File: config.mk
export PLATFORM = sky130hd
export DESIGN_NAME = exc_arbiter_flat
export DESIGN_NICKNAME = d
export VERILOG_FILES = /design/src/rtl/exc_pkg.sv /design/src/rtl/exc_arbiter_if.sv /design/src/rtl/rr_arbiter.sv /design/src/rtl/exc_arbiter.sv /design/src/flat_wrapper.sv
export SDC_FILE = /design/constraint.sdc
export NUM_CORES = 1
export LEC_CHECK = 0
export ABC_AREA = 1
export CAP_MARGIN = 20
export CORE_MARGIN = 8
export CORE_UTILIZATION = 47
export CTS_CLUSTER_SIZE = 28
export DETAILED_ROUTE_END_ITERATION = 7
export HOLD_SLACK_MARGIN = 0.02
export PLACE_DENSITY_LB_ADDON = 0.12
export SYNTH_ARGS = -nofsm -noshare
export SYNTH_HDL_FRONTEND = slang
export SYNTH_SLANG_ARGS = --single-unit
File: constraint.sdc
create_clock -name clk -period 2.1 [get_ports clk]
set_clock_uncertainty 0.2 [all_clocks]
set_input_delay 0.42 -clock clk [delete_from_list [all_inputs] [get_ports clk]]
set_output_delay 0.42 -clock clk [all_outputs]
set_load 0.02 [all_outputs]
File: src/rtl/exc_pkg.sv
// Package for the exception arbiter.
// Holds the exception-code constants shared with the thread csrs and the
// arbiter FSM state encoding.
package exc_pkg;

    localparam logic [5:0] EX_CLR   = 6'h00;
    localparam logic [5:0] ALU_EX   = 6'h01;
    localparam logic [5:0] IL_OP    = 6'h05;
    localparam logic [5:0] STACK_OV = 6'h0B;
    localparam logic [5:0] SEGFAULT = 6'h12;
    localparam logic [5:0] BRKPT    = 6'h3F;

    localparam int EXC_CNT_W = 16;

    typedef enum logic [1:0] {IDLE, REPORT, CLEAR, DRAIN} exc_state_t;

endpackage

File: src/rtl/exc_arbiter_if.sv
// Host-side exception record port.
//   exc_valid  record valid (arbiter -> host)
//   exc_ready  host accepts record (host -> arbiter)
//   exc_idx    arbiter index of the reported thread
//   exc_thr    thread-id byte of the reported exception
//   exc_code   6-bit exception code
// master = arbiter side, slave = host side.
interface exc_arbiter_if #(
    parameter int IDX_W = 2
);
    logic             exc_valid;
    logic             exc_ready;
    logic [IDX_W-1:0] exc_idx;
    logic [7:0]       exc_thr;
    logic [5:0]       exc_code;

    modport master (
        output exc_valid, exc_idx, exc_thr, exc_code,
        input  exc_ready
    );

    modport slave (
        input  exc_valid, exc_idx, exc_thr, exc_code,
        output exc_ready
    );
endinterface

File: src/rtl/rr_arbiter.sv
// Combinational N-way round-robin pick.
//   req_i      request vector
//   ptr_i      last-served index; search starts at ptr_i+1 (mod N)
//   gnt_idx_o  index of the winning request
//   gnt_vld_o  at least one request present
module rr_arbiter #(
    parameter int N     = 4,
    parameter int IDX_W = 2
) (
    input  logic [N-1:0]     req_i,
    input  logic [IDX_W-1:0] ptr_i,
    output logic [IDX_W-1:0] gnt_idx_o,
    output logic             gnt_vld_o
);

    // Doubling the request vector and shifting by ptr turns the modular
    // search into a plain bit scan: dbl[k] == req[(ptr+k) mod N], k in 1..N.
    logic [2*N-1:0] dbl;

    assign dbl = {req_i, req_i} >> ptr_i;

    always_comb begin
        gnt_vld_o = 1'b0;
        gnt_idx_o = '0;
        // Scan from the far end so the nearest request overwrites last.
        for (int k = N; k >= 1; k--) begin
            if (dbl[k]) begin
                gnt_vld_o = 1'b1;
                gnt_idx_o = IDX_W'((int'(ptr_i) + k) % N);
            end
        end
    end

endmodule

File: src/rtl/exc_arbiter.sv
// Central exception controller for NUM_THR per-thread csrs.
// Round-robin selects one stalled thread, reports its record to the host
// over a valid/ready port, pulses that thread's clr_ex after the handshake
// and waits (bounded by CLR_TMO) for its stall to drop before re-arbitrating.
//   clk, rst         clock, synchronous active-high reset
//   thr_stall_i      per-thread csr_stall
//   thr_ex_cause_i   per-thread ex_cause, thread i at [6i+:6]
//   thr_cause_id_i   per-thread id byte, thread i at [8i+:8]
//   thr_clr_ex_o     one-hot clr_ex pulse back to the thread csrs
//   exc_count_o      accepted exceptions, saturating
//   clr_err_o        sticky: a thread failed to clear within CLR_TMO
//   host             exception record port (valid/ready, idx, thr, code)
module exc_arbiter
    import exc_pkg::*;
#(
    parameter int NUM_THR = 4,
    parameter int IDX_W   = $clog2(NUM_THR),
    parameter int CLR_TMO = 15
) (
    input  logic                   clk,
    input  logic                   rst,
    input  logic [NUM_THR-1:0]     thr_stall_i,
    input  logic [6*NUM_THR-1:0]   thr_ex_cause_i,
    input  logic [8*NUM_THR-1:0]   thr_cause_id_i,
    output logic [NUM_THR-1:0]     thr_clr_ex_o,
    output logic [EXC_CNT_W-1:0]   exc_count_o,
    output logic                   clr_err_o,
    exc_arbiter_if.master          host
);

    localparam int TMO_W = $clog2(CLR_TMO + 1);

    exc_state_t           state_q, state_d;
    logic [IDX_W-1:0]     rr_ptr_q, rr_ptr_d;
    logic [IDX_W-1:0]     grant_q, grant_d;
    logic [5:0]           cause_q, cause_d;
    logic [7:0]           id_q, id_d;
    logic [EXC_CNT_W-1:0] exc_count_q, exc_count_d;
    logic [TMO_W-1:0]     tmo_cnt_q, tmo_cnt_d;
    logic                 clr_err_q, clr_err_d;

    logic [IDX_W-1:0]     arb_idx;
    logic                 arb_vld;
    logic [5:0]           cause_arr [NUM_THR];
    logic [7:0]           id_arr    [NUM_THR];

    for (genvar i = 0; i < NUM_THR; i++) begin : g_unpack
        assign cause_arr[i] = thr_ex_cause_i[6*i +: 6];
        assign id_arr[i]    = thr_cause_id_i[8*i +: 8];
    end

    rr_arbiter #(.N(NUM_THR), .IDX_W(IDX_W)) u_rr (
        .req_i     (thr_stall_i),
        .ptr_i     (rr_ptr_q),
        .gnt_idx_o (arb_idx),
        .gnt_vld_o (arb_vld)
    );

    always_comb begin
        state_d     = state_q;
        rr_ptr_d    = rr_ptr_q;
        grant_d     = grant_q;
        cause_d     = cause_q;
        id_d        = id_q;
        exc_count_d = exc_count_q;
        tmo_cnt_d   = tmo_cnt_q;
        clr_err_d   = clr_err_q;
        case (state_q)
            IDLE: begin
                if (arb_vld) begin
                    grant_d = arb_idx;
                    cause_d = cause_arr[arb_idx];
                    id_d    = id_arr[arb_idx];
                    state_d = REPORT;
                end
            end
            REPORT: begin
                // Record registers are frozen here; input changes are ignored.
                if (host.exc_ready) begin
                    state_d = CLEAR;
                    if (exc_count_q != '1) exc_count_d = exc_count_q + 1'b1;
                end
            end
            CLEAR: begin
                tmo_cnt_d = '0;
                state_d   = DRAIN;
            end
            DRAIN: begin
                if (!thr_stall_i[grant_q]) begin
                    rr_ptr_d = grant_q;
                    state_d  = IDLE;
                end else begin
                    tmo_cnt_d = tmo_cnt_q + 1'b1;
                    // Timeout lands exactly CLR_TMO cycles after DRAIN entry;
                    // the stuck thread drops to lowest priority via rr_ptr.
                    if (tmo_cnt_d == TMO_W'(CLR_TMO)) begin
                        clr_err_d = 1'b1;
                        rr_ptr_d  = grant_q;
                        state_d   = IDLE;
                    end
                end
            end
            default: state_d = IDLE;
        endcase
    end

    always_ff @(posedge clk) begin
        if (rst) begin
            state_q     <= IDLE;
            rr_ptr_q    <= IDX_W'(NUM_THR - 1);
            grant_q     <= '0;
            cause_q     <= '0;
            id_q        <= '0;
            exc_count_q <= '0;
            tmo_cnt_q   <= '0;
            clr_err_q   <= 1'b0;
        end else begin
            state_q     <= state_d;
            rr_ptr_q    <= rr_ptr_d;
            grant_q     <= grant_d;
            cause_q     <= cause_d;
            id_q        <= id_d;
            exc_count_q <= exc_count_d;
            tmo_cnt_q   <= tmo_cnt_d;
            clr_err_q   <= clr_err_d;
        end
    end

    // Gating with rst keeps a reset that lands on a REPORT/CLEAR cycle from
    // ever presenting a record or a clr_ex at the sampling edge.
    assign host.exc_valid = (state_q == REPORT) && !rst;
    assign host.exc_idx   = grant_q;
    assign host.exc_thr   = id_q;
    assign host.exc_code  = cause_q;
    assign thr_clr_ex_o   = (state_q == CLEAR && !rst)
                          ? ({{(NUM_THR-1){1'b0}}, 1'b1} << grant_q) : '0;
    assign exc_count_o    = exc_count_q;
    assign clr_err_o      = clr_err_q;

endmodule
File: src/flat_wrapper.sv
// flat-port wrapper written by rule: the top's interface ports become plain ports
module exc_arbiter_flat import exc_pkg::*;
#(
    parameter int NUM_THR = 4,
    parameter int IDX_W   = $clog2(NUM_THR),
    parameter int CLR_TMO = 15
)
  (clk, rst, thr_stall_i, thr_ex_cause_i, thr_cause_id_i, thr_clr_ex_o, exc_count_o, clr_err_o, host_exc_valid, host_exc_idx, host_exc_thr, host_exc_code, host_exc_ready);
  exc_arbiter_if #(.IDX_W(IDX_W)) host_i ();
  input  logic clk;
  input  logic rst;
  input  logic [NUM_THR-1:0] thr_stall_i;
  input  logic [6*NUM_THR-1:0] thr_ex_cause_i;
  input  logic [8*NUM_THR-1:0] thr_cause_id_i;
  output logic [NUM_THR-1:0] thr_clr_ex_o;
  output logic [EXC_CNT_W-1:0] exc_count_o;
  output logic clr_err_o;
  output wire logic [$bits(host_i.exc_valid)-1:0] host_exc_valid;
  output wire logic [$bits(host_i.exc_idx)-1:0] host_exc_idx;
  output wire logic [$bits(host_i.exc_thr)-1:0] host_exc_thr;
  output wire logic [$bits(host_i.exc_code)-1:0] host_exc_code;
  input wire logic [$bits(host_i.exc_ready)-1:0] host_exc_ready;
  assign host_exc_valid = host_i.exc_valid;
  assign host_exc_idx = host_i.exc_idx;
  assign host_exc_thr = host_i.exc_thr;
  assign host_exc_code = host_i.exc_code;
  assign host_i.exc_ready = host_exc_ready;
  exc_arbiter #(.NUM_THR(NUM_THR), .IDX_W(IDX_W), .CLR_TMO(CLR_TMO)) u_core (.clk(clk), .rst(rst), .thr_stall_i(thr_stall_i), .thr_ex_cause_i(thr_ex_cause_i), .thr_cause_id_i(thr_cause_id_i), .thr_clr_ex_o(thr_clr_ex_o), .exc_count_o(exc_count_o), .clr_err_o(clr_err_o), .host(host_i));
endmodule
==> results.md, run 1 <==
Pwr:
- Summing internal, switching and leakage power gives 0.00425 W.
- The static leakage is roughly 2.2 nW.
- In this run the power density over the cells is 955 nW/um^2.
- VDD sags by at most ~0.61 mV.

STA:
- The count of final setup violators is 0.
- The final critical-path share of the clock period is between 90% and 100%.
- At the pin with the least slew margin, the transition time is between 300 and 400 ps.
- The final total negative setup slack is 0 ps.
- Setup repair after global routing left no endpoint under its margin.
- The max-slew violation count is 0.
- The minimum clock period after layout is between 2000 and 2500 ps.
- The timing-limited maximum frequency is 493 MHz.
- The worst path setup slack after routing is 71.3 ps.
- The worst-case headroom to the max-slew limit is between 70% and 80%.
- The number of hold violations in the final report was 0.

Min path:
- The tightest min-delay check is of the reg -> reg type.
- In this run the most critical hold path is launched from u_core.tmo_cnt_q[3].

Logic synthesis:
- Among all flip-flop cells after synthesis, the most frequent one is sky130_fd_sc_hd__dfxtp_1.
- For this run, asynchronously set or reset flops after synthesis account for 0%.
- The average cell area after synthesis is slightly above 6 sq um.
- In this run, synthesis produced a sequential element count of approximately 40.
- The adder and majority cell fraction of the synthesized area is 2.88%.
- By area the synthesized netlist is led by sky130_fd_sc_hd__dfxtp_1 27%, sky130_fd_sc_hd__inv_1 13%, sky130_fd_sc_hd__nand3_1 12%, sky130_fd_sc_hd__nand2_1 12%, sky130_fd_sc_hd__nor2_1 6.7%.
- The mapped netlist covers about 3000 sq um.
- In this run, synthesis inferred 0 flip-flops with an integrated enable.
- Of the total synthesized cell area, the portion taken by XOR and XNOR cells is 1.73%.
- The synthesized instance count is ~500.
- Sequential cells were found to cover 27.0% of the synthesized design area.
- Counting every net in the synthesized netlist gives between 500 and 600.
- The post-synthesis compound-gate area fraction is about 7.6%.
- After Yosys synthesis, and, or, nand and nor cells account for about 43% of the synthesized area.
- The share of the synthesized area in the top cell type is between 20% and 30%.
- Measured against the total synthesized area, the mux share comes to 0%.
- The combinational family with the most area after synthesis is simple AND/OR/NAND/NOR gates.
- The synthesized netlist contains 33 unique library cells.
- The total number of yosys warnings is 0.
- The cell type with the highest aggregate area in the netlist is sky130_fd_sc_hd__dfxtp_1.

Global route:
- The pin count of the biggest net entering global routing is 33.
- For this run the aggregate overflow at the end of global routing stands at 0.
- The number of antenna violations at the first check in global routing is 0.
- The fraction of met2 tracks used by global routing is approximately a third.
- The met1 usage is a little under a quarter.
- The number of global-route vias before repair was 3,161.
- The total routing usage reported by global routing is a little under a fifth.
- In the global route stage, met3 resource usage came out at between 3 and 4%.
- The routing layer with the top usage in global route is met2.
- The wire length of the first global-routing pass is about 14,000 um.

Clock network:
- The CTS root buffer is sky130_fd_sc_hd__clkbuf_8.
- The clock latency reported for the late side of the worst-skew pair is approximately 300 ps.
- The buffer levels on the longest clock path is 2.
- The CTS tree is yes.
- The clock drives just over 40 sinks.
- The buffer count from post-CTS setup fixing is 0.
- The H-tree depth is 2.
- Buffers inserted during clock tree synthesis total 5.
- The post-cts hold buffer count is 0.
- Clock-pin slew was measured on the worst setup and hold paths at ~90 ps.

Die:
- The chip height is 96.5 um.
- The initial core utilization is slightly below 50%.
- Measured along the x axis, the die boundary spans ~96 um.
- The site row count is 29.
- The total die area is 9310 sq um.
- The number of placed I/O pins is between 100 and 150.
- The floorplan core area is about 6300 sq um.

Drt:
- Once detail routing completed, the nets flagged for antenna violations numbered 0.
- Using the TritonRoute via totals, the vias-per-cell ratio works out to between 4 and 5.
- The detailed-routing iteration count for the pre-antenna-repair pass is 5.
- The post-detailed-routing wire length is approximately 9200 um.
- The DRC violation count after routing is 0.
- The routed layout has between 3k and 4k vias.
- The number of DRC violations after detailed-routing iteration 0 is 178.
- In the final routed layout, each cell accounts on average for around 13 um.

Critical path:
- The end of the critical path is exc_count_o[5].
- The number of cells traversed by the worst register-to-register path is 9.
- The endpoint arrival time on the critical path is around 1400 ps.
- In this run the worst path has a maximum fanout of 6.
- For flop-to-flop paths, the worst setup slack is about 170 ps.
- The critical register-to-register path startpoint is u_core.exc_count_o[0].
- The startpoint of the most critical setup path is u_core.exc_count_o[5].
- The critical path goes through clkdlybuf4s50_1.
- The total number of cells along the worst setup path is 1.
- The largest delay contributor family on the critical path is buffers and inverters.
- STA classifies the critical path startpoint as a flop.
- On the critical path, the stage with the largest delay is an instance of sky130_fd_sc_hd__clkdlybuf4s50_1.
- The path type of the worst setup path is reg -> out.
- STA classifies the critical path endpoint as a primary output.
- The delay of the slowest cell on the worst path is 660 ps.
- The worst flop-to-flop path endpoint is u_core.exc_count_o[14].
- The number of buffers and inverters on the critical path is 1.
- Data on the critical path is required at its endpoint by about 1500 ps.

Cells and area:
- The final layout net count is approximately 680.
- In the final layout, the share of cells above drive strength 1 is 14.3%.
- Once layout is done, the placed cells without fillers occupy around 4500 sq um.
- The area growth from synthesis to layout is 46.4%.
- Summing all flip-flop and latch instances after layout gives between 800 and 900 sq um.
- The filler cells instantiated in the layout total between 500 and 600.
- In the final layout, the multi-input gates occupy around 1700 sq um.
- The antenna diode instance count is 0.

Run:
- The count of max-cap constraint violations is 0.

Status:
- The flow ran to the end, and the final reports show no timing, DRC or antenna violations.

Place:
- Before CTS, the worst setup slack after placement is -384 ps.
- Detailed placement finished with a half-perimeter wire length of between 6000 and 7000 um.
- The port buffer count is 100.
- The routability congestion estimate is 0.882.
- Summing all placed instances gives a cell area of 4250 sq um.
layout make-up:
cell class / instances / share of cell area, %
inverters: 104 / 8.87
repair buffers: 129 / 29.3
clock inverters: 3 / 1.04
multi-input cells: 327 / 38.6
well taps: 77 / 2.16
flip-flops and latches: 41 / 18.5
clock buffers: 5 / 1.54
metal layers:
metal | wire length, um | vias to the layer above
met5 | 0 | -
li1 | - | 1757
met3 | 827 | 10
met2 | 4330 | 128
met1 | 3880 | 1474
met4 | 114 | 0
worst min path at each step:
stage	cells after the start	end	slack [ps]
final	2	u_core.tmo_cnt_q[3]	300
after floorplan	2	u_core.tmo_cnt_q[3]	250
after global placement	2	u_core.tmo_cnt_q[3]	260
after global routing	2	u_core.tmo_cnt_q[3]	320
after detailed placement	2	u_core.tmo_cnt_q[3]	280
after CTS	2	u_core.tmo_cnt_q[3]	300
cell usage after synthesis, types with 4 or more instances:
master and n:
sky130_fd_sc_hd__clkbuf_1 5, sky130_fd_sc_hd__buf_2 5, sky130_fd_sc_hd__nand2_1 96, sky130_fd_sc_hd__nand3_1 74, sky130_fd_sc_hd__dfxtp_1 41, sky130_fd_sc_hd__o21ai_1 5, sky130_fd_sc_hd__nand2_2 10, sky130_fd_sc_hd__o21ai_0 13
sky130_fd_sc_hd__nor3_1 7, sky130_fd_sc_hd__buf_6 9, sky130_fd_sc_hd__ha_1 7, sky130_fd_sc_hd__a21oi_1 18, sky130_fd_sc_hd__nand3_2 15, sky130_fd_sc_hd__inv_1 102, sky130_fd_sc_hd__nor2_1 54, sky130_fd_sc_hd__xor2_1 4
sky130_fd_sc_hd__nand4_1 4
metrics by stage:
step	std cells	utilization, %	hold WS, ps
detailed placement	676	67.2	283
floorplan	493	-	251
finish	686	70.6	296
global placement	676	67.2	260
CTS	684	68.9	297
global route	686	70.6	324
layout by cell type (no fill, tap or decap), types with 4 or more instances in the layout:
cell type,n
sky130_fd_sc_hd__dlymetal6s2s_1,4
sky130_fd_sc_hd__dfxtp_1,39
sky130_fd_sc_hd__nand4_1,4
sky130_fd_sc_hd__ha_1,7
sky130_fd_sc_hd__o21ai_0,13
sky130_fd_sc_hd__o21ai_1,4
sky130_fd_sc_hd__buf_4,23
sky130_fd_sc_hd__clkdlybuf4s50_1,91
sky130_fd_sc_hd__nor3_1,6
sky130_fd_sc_hd__nand3_2,14
sky130_fd_sc_hd__nand3_1,73
sky130_fd_sc_hd__nand2_1,93
sky130_fd_sc_hd__nand2_4,6
sky130_fd_sc_hd__xor2_1,4
sky130_fd_sc_hd__nand2_2,10
sky130_fd_sc_hd__inv_1,100
sky130_fd_sc_hd__buf_12,5
sky130_fd_sc_hd__nor2_1,54
sky130_fd_sc_hd__a21oi_1,17
sky130_fd_sc_hd__clkbuf_8,5
registers in the layout, summed over array words and instances, names as in the netlist:
name / count
u_core.host.exc_code: 6
u_core.exc_count_o: 16
u_core.clr_err_o: 1
u_core.host.exc_idx: 2
u_core.state_q: 2
u_core.tmo_cnt_q: 4
u_core.host.exc_thr: 8
u_core.rr_ptr_q: 2
cell families after synthesis:
kind of cell,count (synthesis)
fa+ha+maj,7
xor+xnor,6
buf+inv,125
simple gates,271
compound gates,43
flops,41
power by group:
group / internal (W) / total [W] / switching, W
Clock: 0.000356 / 0.000666 / 0.000310
Sequential: 0.000957 / 0.00108 / 0.000122
Combinational: 0.00113 / 0.00251 / 0.00138
Total: 0.00244 / 0.00425 / 0.00181
repair_timing:
item | 4_1_cts | 5_1_grt
setup endpoints to repair | 5 | 27
pin swaps | 0 | 4
gates resized for setup | 18 | 24
gates cloned | 0 | 2
No activity file was read; power rests on OpenSTA's default activity.
==> inputs of run 2 (changes only) <==
- CAP_MARGIN: 20 -> 15
- CTS_CLUSTER_SIZE: 28 -> 10
==> results of run 2 <==
The final DEF is identical to that of run 1; final timing and power are the same.
